==> src/rtl/hazard_pkg.sv <==
// Shared types and helpers for the pipeline hazard controller.
// Latency: n/a (types and a pure combinational helper).
// Backpressure: n/a.
package hazard_pkg;

   localparam int REG_W = 5;

   typedef enum logic [1:0] {
      FWD_RF  = 2'b00,
      FWD_WB  = 2'b01,
      FWD_MEM = 2'b10
   } fwd_sel_e;

   // Destination/valid shadow of one pipeline stage.
   typedef struct packed {
      logic             valid;
      logic [REG_W-1:0] rd;
      logic             regwrite;
      logic             load;
   } stage_info_t;

   // M and W only act as forwarding sources, so they drop the load flag.
   typedef struct packed {
      logic             valid;
      logic [REG_W-1:0] rd;
      logic             regwrite;
   } fwd_src_t;

   // A stage can supply a value when it holds a real writer of a non-zero rd
   // that matches the source register.
   function automatic logic src_hit(input fwd_src_t src, input logic [REG_W-1:0] rs);
      return src.valid && src.regwrite && (src.rd != '0) && (src.rd == rs);
   endfunction

   // MEM holds the younger result, so it is checked last and wins.
   function automatic fwd_sel_e fwd_select(input fwd_src_t m, input fwd_src_t w,
                                           input logic [REG_W-1:0] rs);
      fwd_sel_e sel;
      sel = FWD_RF;
      if (src_hit(w, rs)) sel = FWD_WB;
      if (src_hit(m, rs)) sel = FWD_MEM;
      return sel;
   endfunction

endpackage

==> src/rtl/sat_counter.sv <==
// Event counter that sticks at all-ones instead of wrapping.
// Latency: count reflects an enabled cycle one clock later.
// Backpressure: none; en is sampled every cycle.
//   clk, rst_n : clock, asynchronous active-low reset (clears count)
//   en         : count this cycle
//   count      : current value
module sat_counter #(
   parameter int W = 32
) (
   input  logic         clk,
   input  logic         rst_n,
   input  logic         en,
   output logic [W-1:0] count
);

   always_ff @(posedge clk or negedge rst_n) begin
      if (!rst_n) begin
         count <= '0;
      end else if (en && (count != '1)) begin
         count <= count + W'(1);
      end
   end

endmodule

==> src/rtl/hazard_ctrl.sv <==
// Hazard controller: EX forwarding selects, load-use stall and redirect flush strobes.
// Latency: strobes and selects are combinational (same cycle); counters update next edge.
// Backpressure: a load-use hazard holds PC and IF/ID for one cycle and bubbles ID/EX.
//   clk, rst_n                : clock, asynchronous active-low reset
//   Rs1_D, Rs2_D, Rd_D        : register fields of the instruction in ID
//   RegWrite_D, Load_D        : ID instruction writes rd / is a load
//   PCSrc_E                   : taken branch or jump from EX
//   ForwardA_E, ForwardB_E    : EX operand selects (00 RF, 01 WB, 10 MEM)
//   Stall_F, Stall_D          : hold PC and IF/ID
//   Flush_D, Flush_E          : bubble IF/ID and ID/EX
//   StallCount, FlushCount    : saturating stall-cycle and redirect counters
module hazard_ctrl
   import hazard_pkg::*;
#(
   parameter int CNT_W = 32
) (
   input  logic             clk,
   input  logic             rst_n,
   input  logic [4:0]       Rs1_D,
   input  logic [4:0]       Rs2_D,
   input  logic [4:0]       Rd_D,
   input  logic             RegWrite_D,
   input  logic             Load_D,
   input  logic             PCSrc_E,
   output logic [1:0]       ForwardA_E,
   output logic [1:0]       ForwardB_E,
   output logic             Stall_F,
   output logic             Stall_D,
   output logic             Flush_D,
   output logic             Flush_E,
   output logic [CNT_W-1:0] StallCount,
   output logic [CNT_W-1:0] FlushCount
);

   // Shadow of the real pipeline registers; only correct if the datapath
   // honours the strobes driven below.
   logic             valid_d;
   stage_info_t      st_e;
   logic [REG_W-1:0] rs1_e;
   logic [REG_W-1:0] rs2_e;
   fwd_src_t         st_m;
   fwd_src_t         st_w;

   logic     redirect;
   logic     load_use;
   logic     stall;
   fwd_sel_e fwd_a;
   fwd_sel_e fwd_b;

   // PCSrc_E passes one AND here and one OR into Flush_E; keep it that shallow.
   assign redirect = PCSrc_E & st_e.valid;

   // Conservative: both source fields are compared whatever the format.
   assign load_use = valid_d & st_e.valid & st_e.load & (st_e.rd != '0) &
                     ((st_e.rd == Rs1_D) | (st_e.rd == Rs2_D));

   // A redirect squashes the consumer, so stalling for it would be pointless.
   assign stall   = load_use & ~redirect;
   assign Stall_F = stall;
   assign Stall_D = stall;
   assign Flush_D = redirect;
   assign Flush_E = redirect | load_use;

   assign fwd_a      = fwd_select(st_m, st_w, rs1_e);
   assign fwd_b      = fwd_select(st_m, st_w, rs2_e);
   assign ForwardA_E = fwd_a;
   assign ForwardB_E = fwd_b;

   always_ff @(posedge clk or negedge rst_n) begin
      if (!rst_n) begin
         valid_d <= 1'b0;
         st_e    <= '0;
         rs1_e   <= '0;
         rs2_e   <= '0;
         st_m    <= '0;
         st_w    <= '0;
      end else begin
         if (Flush_D) begin
            valid_d <= 1'b0;
         end else if (!stall) begin
            valid_d <= 1'b1;
         end

         // Fields of a flushed slot are don't-care; clearing them keeps
         // a bubble's stale indices out of the forwarding compare.
         if (Flush_E) begin
            st_e  <= '0;
            rs1_e <= '0;
            rs2_e <= '0;
         end else begin
            st_e.valid    <= valid_d;
            st_e.rd       <= Rd_D;
            st_e.regwrite <= RegWrite_D;
            st_e.load     <= Load_D;
            rs1_e         <= Rs1_D;
            rs2_e         <= Rs2_D;
         end

         // MEM and WB never stall.
         st_m.valid    <= st_e.valid;
         st_m.rd       <= st_e.rd;
         st_m.regwrite <= st_e.regwrite;
         st_w          <= st_m;
      end
   end

   sat_counter #(.W(CNT_W)) u_stall_cnt (
      .clk   (clk),
      .rst_n (rst_n),
      .en    (stall),
      .count (StallCount)
   );

   sat_counter #(.W(CNT_W)) u_flush_cnt (
      .clk   (clk),
      .rst_n (rst_n),
      .en    (redirect),
      .count (FlushCount)
   );

endmodule

==> config.mk <==
export PLATFORM = sky130hd
export DESIGN_NAME = hazard_ctrl
export DESIGN_NICKNAME = d
export VERILOG_FILES = /design/src/rtl/hazard_pkg.sv /design/src/rtl/sat_counter.sv /design/src/rtl/hazard_ctrl.sv
export SDC_FILE = /design/constraint.sdc
export NUM_CORES = 1
export LEC_CHECK = 0
export ABC_CLOCK_PERIOD_IN_PS = 1900
export BUFFER_PORTS_ARGS = -buffer_cell sky130_fd_sc_hd__buf_4
export CAP_MARGIN = 20
export CORE_AREA = 2 2 125 127
export CTS_BUF_LIST = sky130_fd_sc_hd__clkbuf_8
export DETAILED_ROUTE_END_ITERATION = 12
export DIE_AREA = 0 0 127 129
export GPL_ROUTABILITY_DRIVEN = 0
export PLACE_DENSITY = 0.48
export REMOVE_ABC_BUFFERS = 1
export SYNTH_ARGS = -nofsm -noshare
export SYNTH_HDL_FRONTEND = slang
export SYNTH_SLANG_ARGS = --single-unit
==> constraint.sdc <==
create_clock -name clk -period 1.9 [get_ports clk]
set_input_delay 0 -clock clk [delete_from_list [all_inputs] [get_ports clk]]
set_output_delay 0 -clock clk [all_outputs]
set_load 0.05 [all_outputs]
**After elaboration in Yosys (flattened, before gate mapping)**

Cells that the tools add are included.
Widths: inputs -> output; s select.

- Flip-flop bits (word level): 97
- Input bits: 20
- Output and inout port bits: 72

- Add/subtract/negate cells: 2
- Eq/ne operators: 9
- Muxes and demuxes: 9
- Bitwise operators: 9
- Reduce and logical (&&, ||, !) cells: 13

Operators by type and width:

| kind | count |
|---|---|
| $add 32x1->32 const B | 2 |
| $ne 32x32->1 const B | 2 |
| $eq 5x5->1 | 6 |
| $reduce_bool 5->1 | 3 |
| $logic_and 1x1->1 | 10 |
| $mux 5 | 2 |
| $mux 8 | 1 |
| $and 1x1->1 | 6 |
| $mux 1 | 4 |
| $mux 2 | 2 |
| $ne 2x2->1 const B | 1 |
| $or 1x1->1 | 2 |
| $not 1->1 | 1 |

**Longest topological paths before layout**

Gate-level depths: netlist of run 1.

- Depth after elaboration: 7
- Depth in mapped cells: 9
- Mapped depth without buffers: 7

**Hierarchy**

A second synthesis of run 1 with hierarchy kept.

- Cell total of the unflattened synthesis: 434
- Area total of the unflattened synthesis: 4,695.8 um^2

By module, submodules not included:

| module | instances | cells an instance | area each (um^2) |
|---|---|---|---|
| sat_counter | 2 | 151 | 1,624.1 |
| hazard_ctrl | 1 | 132 | 1,447.6 |

**Worst setup path after synthesis of run 1**

Ideal clock, no wire load.

- Kind: flip-flop to output port
- Start: reg st_m[1] (netlist bit)
- End: out ForwardB_E[0]
- Arrival time: 2.995 ns
- Slack: -1.095 ns
- Stages on the path, launching flop included: 5
- Path through: dfrtp_1 -> xnor2_1 -> nand3_1 -> nor4_1 -> nor4_1

- Cells in the longest elaborated chain, start to end: 4
- Elaborated cells on any way between the ends: 5
- Those cells by class: eq/ne (1); mux (1); reduce/logical (3)

RTL lines:

| item | RTL line | RTL |
|---|---|---|
| from (decl) | hazard_ctrl.sv:41 | `fwd_src_t st_m;` |
| $reduce_bool 5->1 | hazard_pkg.sv:32 | `return src.valid && src.regwrite && (src.rd != '0) && (src.rd == rs);` |
| $logic_and 1x1->1 | hazard_pkg.sv:32 |  |
| $logic_and 1x1->1 * | hazard_pkg.sv:32 |  |
| $mux 2 * | hazard_pkg.sv:41 | `if (src_hit(m, rs)) sel = FWD_MEM;` |
| to (decl) | hazard_ctrl.sv:26 | `output logic [1:0] ForwardB_E,` |

Mark *: on every way between the ends. The rest lies on a longest branch, timed or not.

**Final worst setup path of run 1**

- Start: reg st_e[5] (netlist bit)
- End: out Stall_D

- Cells in the longest elaborated chain, start to end: 4
- Elaborated cells on any way between the ends: 7
- Those cells by class: eq/ne (2); bitwise (4); reduce/logical (1)

RTL lines:

| item | RTL line | RTL |
|---|---|---|
| from (decl) | hazard_ctrl.sv:38 | `stage_info_t st_e;` |
| $eq 5x5->1 or $reduce_bool 5->1 (tied branches) | hazard_ctrl.sv:55, hazard_ctrl.sv:54 |  |
| $or 1x1->1 or $and 1x1->1 (tied branches) | hazard_ctrl.sv:55, hazard_ctrl.sv:54 |  |
| $and 1x1->1 * | hazard_ctrl.sv:54 | `assign load_use = valid_d & st_e.valid & st_e.load & (st_e.rd != '0) &` |
| $and 1x1->1 * | hazard_ctrl.sv:58 | `assign stall = load_use & ~redirect;` |
| to (decl) | hazard_ctrl.sv:28 | `output logic Stall_D,` |

Marked as above.

==> results of run 1 <==
-- repair_timing --
item	4_1_cts	5_1_grt
cloned	3	1
endpoints found under the hold margin	115	0
gates resized for setup	95	59
pin swaps	55	45
endpoints found under the setup margin	80	88
hold buffers	19	0
buffers inserted	16	17
-- cells in the mapped netlist (2+ instances only) --
cell | n | area [um^2]
nor3b_1 | 2 | 15.0
nand2b_1 | 2 | 12.5
or3_1 | 2 | 12.5
nor3_2 | 2 | 20.0
inv_1 | 9 | 33.8
or4_1 | 9 | 67.6
nand2_1 | 34 | 128
xor2_1 | 46 | 403
nand3_1 | 21 | 105
nor3_1 | 10 | 50.1
and4_1 | 7 | 61.3
and2_1 | 19 | 119
xnor2_1 | 45 | 394
or4_4 | 2 | 22.5
and3_1 | 8 | 50.1
or3b_2 | 2 | 17.5
clkbuf_1 | 4 | 15.0
nor4_1 | 14 | 87.6
ha_1 | 2 | 25.0
nor2b_1 | 2 | 12.5
dfrtp_1 | 97 | 2430
nor2_1 | 22 | 82.6
nand4_1 | 20 | 125
o211ai_1 | 3 | 22.5
-- state kept, by name, indices dropped and copies added, names as in the netlist --
signal and cells:
u_flush_cnt.count 32, u_stall_cnt.count 32, st_e 8, st_m 7, st_w 7, rs1_e 5, rs2_e 5, valid_d 1
-- logic make-up after synthesis --
kind of cell / share of synthesized area, %
and+or+nand+nor: 23.9
xor gates and xnor gates: 17.9
muxes: 0.506
buffers and inverters: 1.46
adders and majority gates: 0.563
DFF: 54.6
AOI/OAI and AO/OA: 1.01
-- critical path, cell delays in order, from the launching register on --
cell      delay (ns)
dfrtp_1         0.40
or4_4           0.53
o211ai_1        0.22
or3b_4          0.18
nand2b_4        0.14
buf_12          0.12
inv_6           0.04
buf_8           0.14
-- per-layer routing --
layer	wire length (um)	track usage, %	vias to the layer above
met4	226	6.40	0
met5	0	0	-
met1	5370	19.1	1935
li1	-	-	1877
met2	6540	27.3	62
met3	542	3.87	15
-- power groups by stage --
stage / Combinational, uW / Sequential [uW] / Clock, uW
floorplan: 265 / 2620 / 0
global placement: 1020 / 2330 / 0
detailed placement: 1020 / 2330 / 0
CTS: 1150 / 2290 / 1240
global route: 1260 / 2320 / 1340
finish: 1180 / 2300 / 1190
-- worst max-delay path by stage --
| stage | cells past startpoint | to | from |
|---|---|---|---|
| detailed placement | 6 | u_stall_cnt.count[20]$_DFFE_PN0P_ | st_e[6]$_DFF_PN0_ |
| finish | 7 | Stall_D | st_e[5]$_DFF_PN0_ |
| CTS | 7 | Flush_E | st_e[5]$_DFF_PN0_ |
| floorplan | 4 | ForwardB_E[0] | st_m[1]$_DFF_PN0_ |
| global route | 10 | Flush_E | st_e[3]$_DFF_PN0_ |
| global placement | 7 | u_stall_cnt.count[20]$_DFFE_PN0P_ | st_e[5]$_DFF_PN0_ |
-- placed cells by master (no fill, tap or decap), drive strengths merged, types with 3 or more instances in the layout --
cell | synthesis | routed
nor4 | 15 | 15
o211ai | 3 | 3
xnor2 | 45 | 45
nand2 | 34 | 34
xor2 | 46 | 46
and4 | 7 | 7
buf | 3 | 225
nor2 | 22 | 22
nand3 | 21 | 21
or3b | 3 | 4
nor3b | 3 | 3
inv | 9 | 12
nor3 | 12 | 12
and2 | 19 | 19
or4 | 11 | 11
clkbuf | 4 | 12
dlygate4sd3 | 0 | 19
dfrtp | 97 | 97
and3 | 8 | 8
nand4 | 21 | 21
-- final cells by class --
type                    count  share of cell area [%]
inverters                   9                   0.517
flip-flops and latches     97                    32.4
repair buffers            245                    27.2
well taps                 188                    3.14
clock buffers              11                    2.02
clock inverters             3                   0.150
multi-input cells         287                    34.6
-- per-stage QoR --
step	utilization (%)	hold slack, ns
4_1_cts	47.3	0.0453
5_1_grt	50.1	0.0741
3_3_place_gp	41.0	-0.0764
2_1_floorplan	-	-0.296
3_5_place_dp	41.0	-0.0807
6_report	50.1	0.0496
==> results.yml, run 1 <==
place:
  dp_slack_ns: -0.303
  placed_cell_area_um2: 6150
  io_buffer_count: 91
  placedCellCount: 776
  dpl.hpwl_um: 8680
synth:
  synth_enable_flop_cells: 0
  yosysWarnings: 0
  async_flop_share_pct: 100
  syn_inst: 399
  ys_ff_latch: 97
  syn_area_um2: 4450
  ys.flop_type: "dfrtp_1"
  yosysSeqAreaShare_pct: 54.6
  syn_area_per_cell_um2: 11.1
  yosysUniqueCellTypes: 39
route:
  vias: 3889
  drc: 0
  drt-vias-per-instance: 4.63
  drt-total-wl_um: 12700
  wl_per_cell_um: 15.1
  drtIter0Drc: 156
  firstDrtPassIters: 5
  ant_nets: 0
cts:
  h-tree-depth: 3
  cts_root_buf: "clkbuf_8"
  cts_tree: "yes"
  clkSlewWorstSetupHoldPaths_ns: 0.09
  clk_latency_ns: 0.37
  clockBufferDepth: 2
  cts.sinks: 97
  numCtsBuffers: 9
floorplanning:
  die_h_um: 129
  dieArea_um2: 16400
  core_um2: 15000
  rows: 45
  chipWidth_um: 127
  ios: 92
  start_util_pct: 29.7
timing:
  hold_viol_final: 0
  timing_max_transition_violations_final: 0
  rsz0062_at_grt: "yes"
  tns_ns: -8.09
  worstMarginPinSlew_ns: 0.476
  fmax_ghz: 0.469
  setup_viol: 83
  skew_ns: 0.00986
  slew_headroom_pct: 68.2
  min_period_ns: 2.13
  layout_setup_ws_ns: -0.234
  period_share_pct: 112
worst_setup_path:
  cp-end-kind: "output pin"
  crit_type: "reg2out"
  reg2reg_from: "st_e[6]$_DFF_PN0_"
  worstRegToRegCells: 6
  r2r_end: "u_stall_cnt.count[1]$_DFFE_PN0P_"
  start_kind: "register"
  required_ns: 1.90
  r2r_slack_ns: -0.23
  cp.arrival_ns: 2.13
  cp_max_fo: 3
power_and_ir_drop:
  p_comb_share_pct: 25.2
  clkPwrFrac_pct: 25.6
  p_leak_uw: 0.00362
  p_int_uw: 3250
  p_total_uw: 4670
  irDropWorstVdd_mv: 0.792
  sw_frac_of_total_pct: 30.3
  p_per_area_nw_per_um2: 623
  p_sw_uw: 1410
  pwr-share-seq_pct: 49.2
global_route:
  grt_max_degree: 55
  grt_antenna_before_repair: 0
  grt_pass1_wl_um: 20400
  grt_pass1_vias: 4086
  gr-total-overflow: 0
  track_usage_pct: 15.8
status:
  status: "complete, but fails checks"
  violations: "negative setup slack"
finish:
  final_cell_area_um2: 7500
  nNetsFinal: 671
  drive_gt1_share_pct: 50.2
  layout.cells.non_filler: 840
  multiInputGateArea_um2: 2590
  area_growth_pct: 68.6
  fillers: 1369
  register_area_um2: 2430
  num_antenna_cells: 0
min_path:
  hold_path.class: "in2async"
flow_run:
  cap_violations: 0
(Power assumes the default switching activity.)
==> run 2, diff against run 1 <==
Settings changed: SKIP_LAST_GASP set to 1.
==> results.yml, run 2 (synthesized netlist as in run 1, its figures left out) <==
timing:
  worstMarginPinSlew_ns: 0.467
  rsz0062_at_grt: "yes"
  layout_setup_ws_ns: -0.273
  timing_max_transition_violations_final: 0
  min_period_ns: 2.17
  setup_viol: 58
  period_share_pct: 114
  skew_ns: 0.0108
  slew_headroom_pct: 68.8
  hold_viol_final: 0
  fmax_ghz: 0.460
  tns_ns: -7.36
route:
  drc: 0
  wl_met3_um: 568
  vias: 3857
  met2_length_um: 6390
  drt-vias-per-instance: 4.61
  drtIter0Drc: 145
  firstDrtPassIters: 5
  drt-total-wl_um: 12400
  ant_nets: 0
  routed.top_layer: "met4"
  wl_met1_um: 5250
  wl_per_cell_um: 14.9
cts:
  cts_root_buf: "clkbuf_8"
  h-tree-depth: 3
  clkSlewWorstSetupHoldPaths_ns: 0.09
  clk_latency_ns: 0.37
  numCtsBuffers: 9
  cts.sinks: 97
  cts_tree: "yes"
  clockBufferDepth: 2
place:
  dp_slack_ns: -0.303
  io_buffer_count: 91
  dpl.hpwl_um: 8680
finish:
  area_growth_pct: 66.0
  num_antenna_cells: 0
  reg_top3: "u_flush_cnt.count: 32 flops, u_stall_cnt.count: 32 flops, st_e: 8 flops"
  drive_gt1_share_pct: 48.8
  final_common_cell: "buf_4"
  nNetsFinal: 667
  fin_util_pct: 49.3
  layout_common_cells: "buf_4 (200), dfrtp_1 (97), xor2_1 (46), xnor2_1 (42), nand2_1 (30)"
worst_setup_path:
  cpMaxStageDelayCell: "or4_4"
  cp_slowest_stage_delay_ns: 0.53
  cp_max_fo: 3
  setup.worst_path.start: "st_e[5]$_DFF_PN0_"
  required_ns: 1.90
  start_kind: "register"
  cp_top_family: "simple AND/OR/NAND/NOR gates"
  path_buf_inv: 3
  cp.arrival_ns: 2.17
  r2r_slack_ns: -0.26
  cp_cell_sequence: "or4_4 > o211ai_1 > or3b_4 > nand2b_4 > buf_12 > inv_6 > buf_8"
  reg2reg_from: "st_e[5]$_DFF_PN0_"
  crit_type: "reg2out"
  cp-end-kind: "output pin"
global_route:
  grt_pass1_vias: 4080
  gr-total-overflow: 0
  grt_max_degree: 55
  grt_pass1_wl_um: 20500
  grt_antenna_before_repair: 0
  track_usage_pct: 15.9
flow_run:
  cap_violations: 0
floorplanning:
  chipWidth_um: 127
  ios: 92
  core_um2: 15000
  start_util_pct: 29.7
  die_h_um: 129
  dieArea_um2: 16400
  rows: 45
power_and_ir_drop:
  p_per_area_nw_per_um2: 628
  p_total_uw: 4640
  p_leak_uw: 0.00357
  irDropWorstVdd_mv: 0.792
min_path:
  hold_path.class: "in2async"
status:
  violations: "negative setup slack"
  status: "complete, but fails checks"
## run 2: changes by cell type in the layout (fill, tap and decap cells not counted), sizes merged
cell / delta
buf: -4
## run 2: worst paths after layout
path	to	depth (start not counted)
max	Stall_D	7
min	u_flush_cnt.count[30]$_DFFE_PN0P_	2
max reg2reg	u_stall_cnt.count[1]$_DFFE_PN0P_	6
min reg2reg	st_m[0]$_DFF_PN0_	0
max in group asynchronous	u_stall_cnt.count[24]$_DFFE_PN0P_	3
min in group clk	u_flush_cnt.count[24]$_DFFE_PN0P_	4
## run 2: stage by stage
step | std cells | hold WS (ns) | instance area (um^2)
final | 836 | 0.0463 | 7380
after global routing | 836 | 0.0741 | 7380
after CTS | 825 | 0.0453 | 7070
after detailed placement | 776 | -0.0807 | 6150
after global placement | 776 | -0.0764 | 6150
after floorplan | 392 | -0.296 | 4420
## run 2: routing by layer
metal	vias to the layer above	global-route usage (%)
met5	-	0
met4	0	6.46
met3	15	3.91
met2	68	27.3
met1	1902	19.1
li1	1872	-
## run 2: area by class of cell
cell class	instances	area, um^2
fillers	1382	7590
multi-input cells	287	2510
flip-flops and latches	97	2430
repair buffers	241	2000
well taps	188	235
clock buffers	11	151
inverters	9	38.8
clock inverters	3	11.3
## run 2: what timing repair did
item                                    4_1_cts  5_1_grt
pin swaps                                    53       43
endpoints found under the hold margin       115        0
buffers inserted                             16       13
gates cloned                                  3        1
endpoints found under the setup margin       80       87
hold buffers                                 19        0
resized for setup                            91       48
## run 2: power breakdown
part / total (uW) / switching, uW / internal [uW]
Clock: 1200 / 676 / 521
Sequential: 2300 / 92.0 / 2200
Combinational: 1150 / 630 / 517
Total: 4640 / 1400 / 3240
## run 2: worst reg2reg max path, stage by stage (launching register included)
cell and delay, ns:
dfrtp_1 0.40, or4_4 0.53, o211ai_1 0.25, or3b_4 0.19
buf_6 0.10, or3b_4 0.26, mux2_4 0.33
